**src/rtl/pll_supervisor.sv**
```systemverilog
// PLL lock supervisor: lock synchroniser and sequencing FSM, downstream reset
// release, lock-loss bookkeeping, and per-channel divided clock-enable strobes.

module pll_sup_chdiv #(
    parameter int DIV_WIDTH = 16
) (
    input  logic                 clock_in,
    input  logic                 reset,
    input  logic                 run,
    input  logic                 enable,
    input  logic                 wr,
    input  logic [DIV_WIDTH-1:0] wr_val,
    output logic                 pulse
);
    logic [DIV_WIDTH-1:0] div_q, cnt_q, term;

    // Divisors 0 and 1 both mean "every cycle".
    assign term = (div_q <= DIV_WIDTH'(1)) ? '0 : div_q - DIV_WIDTH'(1);

    always_ff @(posedge clock_in or posedge reset) begin
        if (reset) begin
            div_q <= DIV_WIDTH'(1);
            cnt_q <= '0;
            pulse <= 1'b0;
        end else begin
            pulse <= 1'b0;
            if (wr) begin
                div_q <= wr_val;
                cnt_q <= '0;
            end else if (run && enable) begin
                if (cnt_q >= term) begin
                    cnt_q <= '0;
                    pulse <= 1'b1;
                end else begin
                    cnt_q <= cnt_q + DIV_WIDTH'(1);
                end
            end else begin
                cnt_q <= '0;
            end
        end
    end
endmodule

module pll_supervisor #(
    parameter int NUM_CH             = 4,
    parameter int DIV_WIDTH          = 16,
    parameter int LOCK_STABLE_CYCLES = 1024,
    parameter int RESET_HOLD_CYCLES  = 16,
    localparam int CH_W = (NUM_CH > 1) ? $clog2(NUM_CH) : 1
) (
    input  logic                 clock_in,
    input  logic                 reset,
    input  logic                 pll_locked,
    input  logic                 div_wr,
    input  logic [CH_W-1:0]      div_ch,
    input  logic [DIV_WIDTH-1:0] div_val,
    input  logic [NUM_CH-1:0]    ch_enable,
    input  logic                 clear_lost,
    output logic                 sys_reset,
    output logic                 ready,
    output logic [NUM_CH-1:0]    clk_en,
    output logic                 lock_lost,
    output logic [7:0]           relock_count
);
    localparam int MAXC = (LOCK_STABLE_CYCLES > RESET_HOLD_CYCLES) ?
                          LOCK_STABLE_CYCLES : RESET_HOLD_CYCLES;
    localparam int CW = $clog2(MAXC + 1);

    typedef enum logic [1:0] {WAIT_LOCK, STABILIZE, HOLD_RESET, RUN} state_t;

    state_t          state_q, state_n;
    logic [CW-1:0]   cnt_q, cnt_n;
    logic            sync1_q, lock_s;
    logic            lost_set;
    logic [NUM_CH-1:0] pulse_v, wr_v;

    always_ff @(posedge clock_in or posedge reset) begin
        if (reset) begin
            sync1_q <= 1'b0;
            lock_s  <= 1'b0;
        end else begin
            sync1_q <= pll_locked;
            lock_s  <= sync1_q;
        end
    end

    always_ff @(posedge clock_in or posedge reset) begin
        if (reset) begin
            state_q   <= WAIT_LOCK;
            cnt_q     <= '0;
            sys_reset <= 1'b1;
        end else begin
            state_q   <= state_n;
            cnt_q     <= cnt_n;
            sys_reset <= (state_n != RUN);
        end
    end

    always_comb begin
        state_n  = state_q;
        cnt_n    = cnt_q;
        lost_set = 1'b0;
        case (state_q)
            WAIT_LOCK: begin
                cnt_n = '0;
                if (lock_s) state_n = STABILIZE;
            end
            STABILIZE: begin
                if (!lock_s) begin
                    state_n = WAIT_LOCK;
                    cnt_n   = '0;
                end else if (cnt_q == CW'(LOCK_STABLE_CYCLES - 1)) begin
                    state_n = HOLD_RESET;
                    cnt_n   = '0;
                end else begin
                    cnt_n = cnt_q + CW'(1);
                end
            end
            HOLD_RESET: begin
                if (!lock_s) begin
                    state_n = WAIT_LOCK;
                    cnt_n   = '0;
                end else if (cnt_q == CW'(RESET_HOLD_CYCLES - 1)) begin
                    state_n = RUN;
                    cnt_n   = '0;
                end else begin
                    cnt_n = cnt_q + CW'(1);
                end
            end
            default: begin
                if (!lock_s) begin
                    state_n  = WAIT_LOCK;
                    cnt_n    = '0;
                    lost_set = 1'b1;
                end
            end
        endcase
    end

    assign ready = (state_q == RUN);

    always_ff @(posedge clock_in or posedge reset) begin
        if (reset) begin
            lock_lost    <= 1'b0;
            relock_count <= '0;
        end else begin
            if (lost_set) lock_lost <= 1'b1;
            else if (clear_lost) lock_lost <= 1'b0;
            if (lost_set && relock_count != 8'hFF) relock_count <= relock_count + 8'd1;
        end
    end

    // The strobe register can still be set on the RUN exit edge; gating by
    // ready keeps the output quiet from that edge on.
    assign clk_en = pulse_v & {NUM_CH{ready}};

    generate
        for (genvar i = 0; i < NUM_CH; i++) begin : g_ch
            assign wr_v[i] = div_wr && (32'(div_ch) == i);
            pll_sup_chdiv #(.DIV_WIDTH(DIV_WIDTH)) u_div (
                .clock_in (clock_in),
                .reset    (reset),
                .run      (ready),
                .enable   (ch_enable[i]),
                .wr       (wr_v[i]),
                .wr_val   (div_val),
                .pulse    (pulse_v[i])
            );
        end
    endgenerate
endmodule

```
**config.mk**
```make
export PLATFORM = sky130hd
export DESIGN_NAME = pll_supervisor
export DESIGN_NICKNAME = d
export VERILOG_FILES = /design/src/rtl/pll_supervisor.sv
export SDC_FILE = /design/constraint.sdc
export NUM_CORES = 1
export LEC_CHECK = 0
export ABC_AREA = 1
export CAP_MARGIN = 20
export CELL_PAD_IN_SITES_DETAIL_PLACEMENT = 0
export CELL_PAD_IN_SITES_GLOBAL_PLACEMENT = 1
export CORE_MARGIN = 4
export CORE_UTILIZATION = 49
export DETAILED_ROUTE_END_ITERATION = 12
export GPL_ROUTABILITY_DRIVEN = 0
export PLACE_DENSITY_LB_ADDON = 0.2
export SLEW_MARGIN = 40
export SYNTH_ARGS = -nofsm -noshare
export SYNTH_HDL_FRONTEND = slang
export SYNTH_SLANG_ARGS = --single-unit
export TNS_END_PERCENT = 10
```
**constraint.sdc**
```tcl
create_clock -name clock_in -period 9.6 [get_ports clock_in]
set_clock_uncertainty 0.05 [all_clocks]
set_input_delay 1.92 -clock clock_in [delete_from_list [all_inputs] [get_ports clock_in]]
set_output_delay 1.92 -clock clock_in [all_outputs]
set_load 0.1 [all_outputs]
```
==> results.py <==
metrics = {
    "drt": {
        "drt_iter0_markers": 522,
        "wirelength_um": 25300,
        "route.detailed.drc": 0,
        "dr.pass1.iters": 5,
        "via_count": 9533,
        "wl_per_cell_um": 13.6,
        "via_per_inst": 5.13,
        "antenna_left": 0,
    },
    "clock_tree": {
        "cts.clk_slew.worst_paths_ps": 60,
        "hold_buffers": 0,
        "cts_tree": "done",
        "cts.sinks": 157,
        "cts_buffer_depth": 2,
        "cts_setup_buffers": 0,
        "clock_latency_ps": 430,
        "htree_num_levels": 4,
        "cts-buffers-inserted": 17,
        "root_buffer": "clkbuf_16",
        "cts_resized": 0,
    },
    "layout": {
        "area.growth.synth_to_final_pct": 10.9,
        "drive_gt1_frac": 0.0843,
        "final_core_util": 0.553,
        "layout_common_cells": "407 x nand2_1, 196 x nor2_1, 193 x inv_1",
        "nets": 1675,
        "stdcell_area_sq_um": 12100,
        "fillerInstances": 2203,
        "layout_commonest_cell": "nand2_1",
    },
    "floorplanning": {
        "start_util": 0.499,
        "die_h_um": 157,
        "core_sq_um": 21800,
        "die_w_um": 157,
        "rows": 54,
        "pin_count": 42,
        "die_area_sq_um": 24700,
    },
    "hold_path": {
        "min_to": "lock_s$_DFF_PP0_",
        "holdCritPathClass": "reg2reg",
        "hold_depth": 0,
        "hp-start": "sync1_q$_DFF_PP0_",
    },
    "sta": {
        "hold_viol": 0,
        "finalCritPeriodShare": 0.435,
        "fin_setup_tns_ps": 0,
        "worst_pin_slew_ps": 837,
        "grt_setup_unrepaired": "no",
        "finalSetupViolCount": 0,
        "fmax_mhz": 240,
        "report.final.slew_viol_count": 0,
        "min_period_ps": 4170,
        "slew_headroom": 0.442,
    },
    "synth": {
        "ys_seq_elements": 157,
        "synthCells": 1531,
        "avgSynthCellArea_sq_um": 7.11,
        "synth.distinct_cells": 41,
        "syn_nets": 1640,
        "ys_seq_area_frac": 0.362,
        "ys_warn_count": 0,
        "synthesis.area_sq_um": 10900,
    },
    "run": {
        "cap_violations": 0,
    },
    "worst_setup_path": {
        "setup.worst_path.start_class": "flop",
        "worstSetupEndpointType": "output pin",
        "path_class": "reg2out",
        "rrSetupSlack_ps": 6390,
        "worst_ep_required_time_ps": 7630,
        "rr_worst_depth": 18,
        "r2r-start": "g_ch[0].u_div.div_q[0]$_DFFE_PP1P_",
        "r2r_end": "g_ch[0].u_div.pulse$_DFF_PP0_",
        "worstPathArrival_ps": 2200,
        "crit_path_max_fanout": 12,
    },
    "power": {
        "leakage_nw": 6.24,
        "ir_drop_mv": 0.112,
        "power.density_nw_per_um2": 154,
    },
    "global_route": {
        "grt_pass1_wl_um": 43100,
        "grt_max_degree": 110,
        "gr-total-overflow": 0,
        "track_usage": 0.213,
        "antenna_found_initial": 0,
        "grt_pass1_vias": 8937,
    },
    "placed_design": {
        "place_area_sq_um": 11500,
        "dp_hpwl_um": 18800,
        "portBuffers": 41,
    },
    "run_status": {
        "status": "finished, final reports clean",
    },
}
## worst max path at each step
stage                         startpoint                               end  slack, ps  depth (start not counted)
floorplan                          reset              cnt_q[0]$_DFFE_PP0P_       3400                          1
global placement    state_q[0]$_DFF_PP0_                         clk_en[3]       5160                          4
detailed placement             div_ch[0]  g_ch[2].u_div.cnt_q[3]$_DFF_PP0_       5520                          6
CTS                 state_q[0]$_DFF_PP0_                         clk_en[3]       5410                          4
global route        state_q[0]$_DFF_PP0_                         clk_en[3]       5280                          4
finish              state_q[0]$_DFF_PP0_                         clk_en[3]       5430                          4
## registers in the layout, summed over array words and instances, names as in the netlist
signal and flops:
g_ch.u_div.pulse 4, lock_s 1, cnt_q 11, g_ch.u_div.div_q 64, relock_count 8, sys_reset 1
sync1_q 1, lock_lost 1, g_ch.u_div.cnt_q 64, state_q 2
## Yosys cell counts (all sizes together)
| master | count | area share |
|---|---|---|
| nand2 | 413 | 0.14 |
| and2 | 2 | 0.0011 |
| nand3 | 154 | 0.077 |
| xnor2 | 10 | 0.0080 |
| o2111ai | 1 | 0.00081 |
| a21boi | 1 | 0.00069 |
| nand4 | 24 | 0.014 |
| and3 | 1 | 0.00058 |
| inv | 210 | 0.072 |
| ha | 82 | 0.094 |
| dfstp | 5 | 0.012 |
| o21ai | 104 | 0.048 |
| dfrtp | 152 | 0.35 |
| a21o | 6 | 0.0041 |
| o211ai | 2 | 0.0014 |
| a31oi | 2 | 0.0011 |
| a31o | 2 | 0.0016 |
| or2 | 9 | 0.0052 |
| a21oi | 32 | 0.018 |
| nand3b | 11 | 0.0076 |
| o22ai | 1 | 0.00058 |
| nor2 | 220 | 0.084 |
| clkbuf | 8 | 0.0028 |
| o21bai | 15 | 0.010 |
| xor2 | 21 | 0.017 |
| buf | 19 | 0.010 |
| nor3 | 20 | 0.011 |
| nor4 | 4 | 0.0029 |
## metal layers
| layer | vias up | track usage | routed length, um |
|---|---|---|---|
| met2 | 116 | 0.355 | 11900 |
| met4 | 0 | 0.0598 | 403 |
| met1 | 4412 | 0.292 | 12100 |
| met5 | - | 0 | 0 |
| li1 | 4982 | - | - |
| met3 | 23 | 0.0322 | 768 |
## metrics by stage
stage / instances / hold WS (ps) / total power, W / setup slack (ps)
finish: 1859 / 308 / 0.00186 / 5430
global route: 1858 / 318 / 0.00199 / 5280
floorplan: 1531 / 281 / 0.00107 / 3400
CTS: 1858 / 312 / 0.00188 / 5410
detailed placement: 1827 / 309 / 0.00118 / 5520
global placement: 1827 / 283 / 0.00117 / 5160
## critical path, cell delays in order (launching register included)
cell and delay, ps:
dfrtp_1 430, ha_1 740, nand2_1 110, inv_1 80, buf_2 420
## power breakdown
group	switching (W)	total, W	internal [W]
Clock	0.000285	0.000696	0.000411
Combinational	0.000245	0.000393	0.000148
Sequential	0.0000610	0.000773	0.000712
Total	0.000591	0.00186	0.00127
## cell families (layout without fill, tap and decap cells)
group	count (synthesis)	count (layout)	synth area share
adders and majority gates	82	82	0.0943
AOI/OAI and AO/OA	166	166	0.0864
xor gates and xnor gates	31	31	0.0250
DFF	157	157	0.362
and+or+nand+nor	858	858	0.347
buffers and inverters	237	284	0.0853
other	0	1	0
## area by class of cell
class	instances	area (sq um)	area share
Multi-Input combinational cell	1137	6030	0.500
Sequential cell	157	3940	0.326
Inverter	210	801	0.0664
Clock buffer	19	433	0.0359
Timing Repair Buffer	43	350	0.0290
Tap cell	280	350	0.0290
Clock inverter	12	163	0.0135
Antenna cell	1	2.50	0.000207
No activity file was read; power rests on OpenSTA's default activity.
